--- config.mk ---
export PLATFORM = sky130hd
export DESIGN_NAME = atm_pin_controller_flat
export DESIGN_NICKNAME = d
export VERILOG_FILES = /design/src/rtl/atm_pin_controller_if.sv /design/src/rtl/atm_pin_controller.sv /design/src/flat_wrapper.sv
export SDC_FILE = /design/constraint.sdc
export NUM_CORES = 1
export LEC_CHECK = 0
export CAP_MARGIN = 20
export CORE_ASPECT_RATIO = 1.2
export CORE_MARGIN = 5
export CORE_UTILIZATION = 35
export DETAILED_ROUTE_END_ITERATION = 12
export HOLD_SLACK_MARGIN = 0.06
export PLACE_DENSITY = 0.73
export SLEW_MARGIN = 20
export SYNTH_ARGS = -nofsm -noshare
export SYNTH_HDL_FRONTEND = slang
export SYNTH_SLANG_ARGS = --single-unit
--- constraint.sdc ---
create_clock -name clk -period 1.7 [get_ports clk]
set_input_delay 0.51 -clock clk [delete_from_list [all_inputs] [get_ports clk]]
set_output_delay 0.51 -clock clk [all_outputs]
set_load 0.01 [all_outputs]
--- src/rtl/atm_pin_controller_if.sv ---
// rtl/atm_pin_controller_if.sv - keypad, card and latch-bank signals of the PIN controller
interface atm_pin_controller_if #(
    parameter int DIGITS    = 4,
    parameter int DIGIT_W   = 4,
    parameter int MAX_TRIES = 3
);
    localparam int CNT_W = $clog2(DIGITS + 1);
    localparam int TRY_W = $clog2(MAX_TRIES + 1);

    logic                        card_in;
    logic                        key_valid;
    logic [3:0]                  key_code;
    logic [DIGITS*DIGIT_W-1:0]   stored_pin;
    logic [DIGITS*DIGIT_W-1:0]   entered_pin;
    logic [DIGITS-1:0]           latch_en;
    logic [DIGIT_W-1:0]          latch_data;
    logic                        latch_rst;
    logic [CNT_W-1:0]            digit_count;
    logic [TRY_W-1:0]            tries_left;
    logic                        access_granted;
    logic                        pin_error;
    logic                        timeout_eject;
    logic                        locked;

    modport master (
        input  card_in, key_valid, key_code, stored_pin, entered_pin,
        output latch_en, latch_data, latch_rst, digit_count, tries_left,
               access_granted, pin_error, timeout_eject, locked
    );

    modport slave (
        output card_in, key_valid, key_code, stored_pin, entered_pin,
        input  latch_en, latch_data, latch_rst, digit_count, tries_left,
               access_granted, pin_error, timeout_eject, locked
    );
endinterface

--- src/rtl/atm_pin_controller.sv ---
// rtl/atm_pin_controller.sv - PIN entry sequencer driving an external per-digit latch bank
module atm_pin_controller #(
    parameter int DIGITS    = 4,
    parameter int DIGIT_W   = 4,
    parameter int MAX_TRIES = 3,
    parameter int TIMEOUT   = 255
) (
    input  logic                  clk,
    input  logic                  rst_n,
    atm_pin_controller_if.master  bus
);
    localparam int CNT_W = $clog2(DIGITS + 1);
    localparam int TRY_W = $clog2(MAX_TRIES + 1);
    localparam int TMR_W = $clog2(TIMEOUT + 1);

    typedef enum logic [2:0] {
        IDLE, ENTRY, COMPARE, GRANTED, DENIED, LOCKED
    } state_t;

    state_t               state, state_nxt;
    logic [CNT_W-1:0]     digit_count, dc_nxt;
    logic [TRY_W-1:0]     tries_left, tries_nxt;
    logic [TMR_W-1:0]     timer, timer_nxt;
    logic [DIGITS-1:0]    latch_en, en_nxt;
    logic [DIGIT_W-1:0]   latch_data, data_nxt;
    logic                 latch_rst, latch_rst_nxt;
    logic                 clr_pulse;
    logic                 pin_error, err_nxt;
    logic                 timeout_eject, timeout_nxt;
    logic                 access_granted, locked;

    always_comb begin
        state_nxt   = state;
        dc_nxt      = digit_count;
        tries_nxt   = tries_left;
        timer_nxt   = timer;
        en_nxt      = '0;
        data_nxt    = latch_data;
        clr_pulse   = 1'b0;
        err_nxt     = 1'b0;
        timeout_nxt = 1'b0;

        case (state)
            IDLE: begin
                if (bus.card_in) begin
                    state_nxt = ENTRY;
                    tries_nxt = TRY_W'(MAX_TRIES);
                    timer_nxt = '0;
                end
            end
            ENTRY: begin
                // Card removal outranks any key or timer event this cycle
                if (!bus.card_in) begin
                    state_nxt = IDLE;
                end else if (bus.key_valid) begin
                    timer_nxt = '0;
                    if (bus.key_code <= 4'd9) begin
                        if (digit_count < CNT_W'(DIGITS)) begin
                            en_nxt   = DIGITS'(1) << digit_count;
                            data_nxt = DIGIT_W'(bus.key_code);
                            dc_nxt   = digit_count + CNT_W'(1);
                        end
                    end else if (bus.key_code == 4'hA) begin
                        clr_pulse = 1'b1;
                        dc_nxt    = '0;
                    end else if (bus.key_code == 4'hB && digit_count == CNT_W'(DIGITS)) begin
                        state_nxt = COMPARE;
                    end
                end else if (timer == TMR_W'(TIMEOUT - 1)) begin
                    timeout_nxt = 1'b1;
                    state_nxt   = IDLE;
                end else begin
                    timer_nxt = timer + TMR_W'(1);
                end
            end
            COMPARE: begin
                if (!bus.card_in) begin
                    state_nxt = IDLE;
                end else if (bus.entered_pin == bus.stored_pin) begin
                    state_nxt = GRANTED;
                end else begin
                    tries_nxt = tries_left - TRY_W'(1);
                    if (tries_left == TRY_W'(1)) begin
                        state_nxt = LOCKED;
                    end else begin
                        state_nxt = DENIED;
                        err_nxt   = 1'b1;
                        clr_pulse = 1'b1;
                        dc_nxt    = '0;
                    end
                end
            end
            GRANTED: begin
                if (!bus.card_in) state_nxt = IDLE;
            end
            DENIED: begin
                if (!bus.card_in) begin
                    state_nxt = IDLE;
                end else begin
                    state_nxt = ENTRY;
                    timer_nxt = '0;
                end
            end
            LOCKED: state_nxt = LOCKED;
            default: state_nxt = IDLE;
        endcase

        // Outputs are registered, so IDLE's held latch reset is launched on the edge into IDLE
        if (state_nxt == IDLE) dc_nxt = '0;
        latch_rst_nxt = clr_pulse || (state_nxt == IDLE);
    end

    always_ff @(posedge clk or negedge rst_n) begin
        if (!rst_n) begin
            state          <= IDLE;
            digit_count    <= '0;
            tries_left     <= TRY_W'(MAX_TRIES);
            timer          <= '0;
            latch_en       <= '0;
            latch_data     <= '0;
            latch_rst      <= 1'b1;
            pin_error      <= 1'b0;
            timeout_eject  <= 1'b0;
            access_granted <= 1'b0;
            locked         <= 1'b0;
        end else begin
            state          <= state_nxt;
            digit_count    <= dc_nxt;
            tries_left     <= tries_nxt;
            timer          <= timer_nxt;
            latch_en       <= en_nxt;
            latch_data     <= data_nxt;
            latch_rst      <= latch_rst_nxt;
            pin_error      <= err_nxt;
            timeout_eject  <= timeout_nxt;
            access_granted <= (state_nxt == GRANTED);
            locked         <= (state_nxt == LOCKED);
        end
    end

    assign bus.latch_en       = latch_en;
    assign bus.latch_data     = latch_data;
    assign bus.latch_rst      = latch_rst;
    assign bus.digit_count    = digit_count;
    assign bus.tries_left     = tries_left;
    assign bus.access_granted = access_granted;
    assign bus.pin_error      = pin_error;
    assign bus.timeout_eject  = timeout_eject;
    assign bus.locked         = locked;
endmodule

--- src/flat_wrapper.sv ---
// flat-port wrapper written by rule: the top's interface ports become plain ports
module atm_pin_controller_flat 
#(
    parameter int DIGITS    = 4,
    parameter int DIGIT_W   = 4,
    parameter int MAX_TRIES = 3,
    parameter int TIMEOUT   = 255
)
  (clk, rst_n, bus_card_in, bus_key_valid, bus_key_code, bus_stored_pin, bus_entered_pin, bus_latch_en, bus_latch_data, bus_latch_rst, bus_digit_count, bus_tries_left, bus_access_granted, bus_pin_error, bus_timeout_eject, bus_locked);
  atm_pin_controller_if #(.DIGITS(DIGITS), .DIGIT_W(DIGIT_W), .MAX_TRIES(MAX_TRIES)) bus_i ();
  input  logic clk;
  input  logic rst_n;
  input wire logic [$bits(bus_i.card_in)-1:0] bus_card_in;
  input wire logic [$bits(bus_i.key_valid)-1:0] bus_key_valid;
  input wire logic [$bits(bus_i.key_code)-1:0] bus_key_code;
  input wire logic [$bits(bus_i.stored_pin)-1:0] bus_stored_pin;
  input wire logic [$bits(bus_i.entered_pin)-1:0] bus_entered_pin;
  output wire logic [$bits(bus_i.latch_en)-1:0] bus_latch_en;
  output wire logic [$bits(bus_i.latch_data)-1:0] bus_latch_data;
  output wire logic [$bits(bus_i.latch_rst)-1:0] bus_latch_rst;
  output wire logic [$bits(bus_i.digit_count)-1:0] bus_digit_count;
  output wire logic [$bits(bus_i.tries_left)-1:0] bus_tries_left;
  output wire logic [$bits(bus_i.access_granted)-1:0] bus_access_granted;
  output wire logic [$bits(bus_i.pin_error)-1:0] bus_pin_error;
  output wire logic [$bits(bus_i.timeout_eject)-1:0] bus_timeout_eject;
  output wire logic [$bits(bus_i.locked)-1:0] bus_locked;
  assign bus_i.card_in = bus_card_in;
  assign bus_i.key_valid = bus_key_valid;
  assign bus_i.key_code = bus_key_code;
  assign bus_i.stored_pin = bus_stored_pin;
  assign bus_i.entered_pin = bus_entered_pin;
  assign bus_latch_en = bus_i.latch_en;
  assign bus_latch_data = bus_i.latch_data;
  assign bus_latch_rst = bus_i.latch_rst;
  assign bus_digit_count = bus_i.digit_count;
  assign bus_tries_left = bus_i.tries_left;
  assign bus_access_granted = bus_i.access_granted;
  assign bus_pin_error = bus_i.pin_error;
  assign bus_timeout_eject = bus_i.timeout_eject;
  assign bus_locked = bus_i.locked;
  atm_pin_controller #(.DIGITS(DIGITS), .DIGIT_W(DIGIT_W), .MAX_TRIES(MAX_TRIES), .TIMEOUT(TIMEOUT)) u_core (.clk(clk), .rst_n(rst_n), .bus(bus_i));
endmodule
==> impl_metrics.tcl <==
set metrics [dict create \
    hold_path.class "reg -> reg" \
    synth.yosys.warnings 0 \
    fillers 375 \
    crit_top_cell "and2_4" \
    endpoint_kind "register" \
    number_of_inserted_diodes 0 \
    synth_nets 221 \
    setup_viol 6 \
    crit_path_cell_trace "inv_1 -> ha_2 -> nand2_2 -> or4_4 -> nand2_4 -> o221ai_4 -> buf_6 -> and2_4 -> and2_4" \
    reg2reg_slack_ns -0.11 \
    postRouteWirelength_um 4691 \
    clock_tree.htree_level_count 2 \
    final_antenna_net_count 0 \
    worst_pin_slew_ns 0.3647 \
    critPathMaxFanout 2 \
    drv.max_cap_violation_count 0 \
    worst_ep_required_time_ns 1.88 \
    syn_inst 173 \
    place_worst_setup_slack_ns -0.7081 \
    max_stage_delay_ns 0.44 \
    register_area_um2 729.5 \
    powerDensity_nw_per_um2 651.6 \
    place.port_buffers 57 \
    synth.largest_area_cell "dfrtp_1" \
    global_route_wire_length_before_repair_um 7521 \
    pin_count_of_the_biggest_net_entering_global_routing 30 \
    dpl.hpwl_um 3468 \
    holdPathStages 1 \
    numCtsBuffers 5 \
    timing.slew.headroom 0.7569 \
    worst_hold_startpoint "u_core.bus.latch_data[1]" \
    grt_pass1_vias 1685 \
    fraction_of_layout_instances_using_a_drive_strength_above_1 0.4493 \
    worst_r2r_endpoint "u_core.bus.locked" \
    final_min_period_over_clock_period 1.067 \
    grt_overflow 0 \
    clk_tree_root_cell "clkbuf_8" \
    die_width_um 73.32 \
    critPathSlowestCell "or4_4" \
    antenna_found_initial 0 \
    drt_iter0_markers 45 \
    timing_worst_setup_path_type "reg -> reg" \
    worst_r2r_path_depth 9 \
    std_cell_rows 27 \
    synthesis.area_um2 1684 \
    dieHeight_um 85.99 \
    crit_arrival_ns 1.99 \
    hold_path_end "u_core.bus.latch_data[1]" \
    timing.critical_path.from_type "register" \
    hold_viol_final 0 \
    clk_latency_ns 0.28 \
    power_consumption_w 0.001883 \
    yosys-top-cells-area "dfrtp_1 39%, xor2_1 8.3%, ha_1 5.9%, o21ai_0 5.1%, dfstp_2 4.7%" \
    drc_errors 0 \
    clk_path_buf_depth 2 \
    via_per_inst 4.934 \
    place_congestion 0.8740 \
    cts.sinks 29 \
    rsz0062_at_grt "true" \
    max_clock_freq_ghz 0.5514 \
    synthDominantCellAreaShare 0.3863 \
    tritoncts "built" \
    synth_sequential_area_ratio 0.4331 \
    num_vias 1648 \
    slew_viol_final 0 \
    failing_checks "setup timing" \
    final.setup_skew_ns 0.006562 \
    synthesized_area_divided_by_synthesized_cell_count_um2 9.735 \
    ff_to_ff_start "u_core.timer[0]" \
    synthToLayoutAreaGrowth_pct 71.62 \
    initial_standard_cell_utilization_of_the_core 0.3639 \
    run_status "finished with violations" \
    synth_seq_cells 29 \
    timing.final.crit_period_ns 1.814 \
    synth.distinct_cells 42 \
    path_clk_slew_ns 0.06 \
    globalRouteTotalUtil 0.1513 \
    multi_input_comb_area_um2 1122 \
    setup-tns-final_ns -0.3681 \
    layout_setup_ws_ns -0.1136 \
    boundaryPins 58 \
    drt_pre_antenna_iters 4 \
    design.die.area_um2 6304 \
    total_leakage_power_nw 1.355 \
    final_net_count 323 \
    whs_ns 0.5114 \
    ctsHoldBuffers 0 \
    drt-wirelength-per-cell_um 14.04 \
    placeableCoreArea_um2 4628 \
    vdd_ir_drop_max_mv 0.4773 \
]
[flip-flops by register name (all words and copies together), names as in the netlist]
signal / count
u_core.timer: 8
u_core.state: 3
u_core.bus.tries_left: 2
u_core.bus.timeout_eject: 1
u_core.bus.latch_data: 4
u_core.bus.locked: 1
u_core.bus.latch_en: 4
u_core.bus.digit_count: 3
u_core.bus.latch_rst: 1
u_core.bus.access_granted: 1
u_core.bus.pin_error: 1
[cell type report]
cell class,count,share of cell area
well taps,58,0.02511
flip-flops and latches,29,0.2524
inverters,10,0.01299
clock inverters,1,0.01039
multi-input cells,130,0.3883
repair buffers,99,0.2810
clock buffers,7,0.02987
[how the worst max path moves through the flow]
stage | from | endpoint | slack [ns] | depth (start not counted)
5_1_grt | u_core.timer[0] | u_core.bus.locked | -0.18 | 9
3_3_place_gp | bus_stored_pin[12] | u_core.bus.latch_rst | -0.68 | 7
3_5_place_dp | bus_stored_pin[12] | u_core.bus.latch_rst | -0.71 | 7
6_report | u_core.timer[0] | u_core.bus.locked | -0.11 | 9
2_1_floorplan | bus_stored_pin[6] | u_core.bus.latch_rst | -0.12 | 6
4_1_cts | u_core.timer[0] | u_core.bus.locked | -0.08 | 9
[Yosys cell counts]
| library cell | count |
|---|---|
| a21oi_2 | 1 |
| or4_1 | 1 |
| buf_1 | 1 |
| dfstp_2 | 3 |
| nor2_2 | 1 |
| and2b_2 | 1 |
| a2bb2oi_1 | 1 |
| nor2_1 | 17 |
| o41a_1 | 1 |
| or2_2 | 2 |
| mux2_2 | 4 |
| o2bb2ai_1 | 1 |
| o221ai_2 | 1 |
| dfrtp_1 | 26 |
| o31ai_1 | 3 |
| ha_1 | 8 |
| and3_1 | 2 |
| mux2i_1 | 1 |
| and2_1 | 5 |
| a21oi_1 | 7 |
| or3_1 | 1 |
| inv_1 | 10 |
| a32oi_1 | 1 |
| nand2_1 | 12 |
| nand2b_1 | 3 |
| nor4_2 | 4 |
| nand3_1 | 3 |
| a211oi_1 | 1 |
| xor2_1 | 16 |
| a311o_1 | 1 |
| nand4_2 | 1 |
| o21ai_0 | 17 |
| a31oi_1 | 2 |
| nand4_1 | 3 |
| nor3b_1 | 1 |
| a41oi_1 | 1 |
| buf_6 | 1 |
| nor3_1 | 3 |
| o21ai_2 | 1 |
| nor4_1 | 1 |
| buf_2 | 2 |
| nand3b_1 | 1 |
[metrics by stage]
step           instance area (µm²)  utilization  cells
6_report                      2890       0.6245    334
4_1_cts                       2759       0.5961    331
3_3_place_gp                  2610       0.5639    317
2_1_floorplan                 1734            -    173
5_1_grt                       2890       0.6245    334
3_5_place_dp                  2610       0.5639    317
[power breakdown]
group	switching, W	internal, W	total [W]
Clock	0.000253	0.000477	0.000730
Sequential	0.0000192	0.000726	0.000745
Combinational	0.000180	0.000228	0.000408
[per-layer routing]
metal  wire length [µm]  GRT usage  vias to the layer above
met2               2398     0.2677                       53
met1               1877     0.1743                      780
met3                331    0.03869                        7
li1                   -          -                      808
met4                 84    0.05107                        0
met5                  0          0                        -
[timing repair]
item,CTS,global route
gates cloned,0,0
gates resized for setup,108,53
setup endpoints to repair,35,17
pin swaps,34,26
setup buffers,6,3
[layout by cell type (no fill, tap or decap), drive strengths merged, types with 2 or more instances in the layout]
cell type      count
mux2               4
buf               57
nor2              18
xor2              16
or2                2
nand2b             3
nor3               3
o21ai             18
nand4              4
clkdlybuf4s15      7
inv               10
ha                 8
clkdlybuf4s50      9
a31oi              2
a21oi              8
and3               2
dfrtp             26
nor4               5
dfstp              3
nand2             12
dlygate4sd2       11
o31ai              3
dlymetal6s2s       4
clkbuf            18
and2               5
nand3              3
[cell families after synthesis]
kind of cell | count (synthesis) | share of synthesized area
xor+xnor | 16 | 0.08321
flops | 29 | 0.4331
compound gates | 39 | 0.1493
simple gates | 62 | 0.2051
buf+inv | 14 | 0.03715
fa+ha+maj | 8 | 0.05944
mux | 5 | 0.03269
[critical path, delay by kind of cell (launching register included)]
kind | cells | cell delay [ns]
adders and majority gates | 1 | 0.16
buffers and inverters | 2 | 0.20
DFF | 1 | 0.37
AOI/OAI and AO/OA | 1 | 0.12
and+or+nand+nor | 5 | 0.87
No activity file was read; power rests on OpenSTA's default activity.
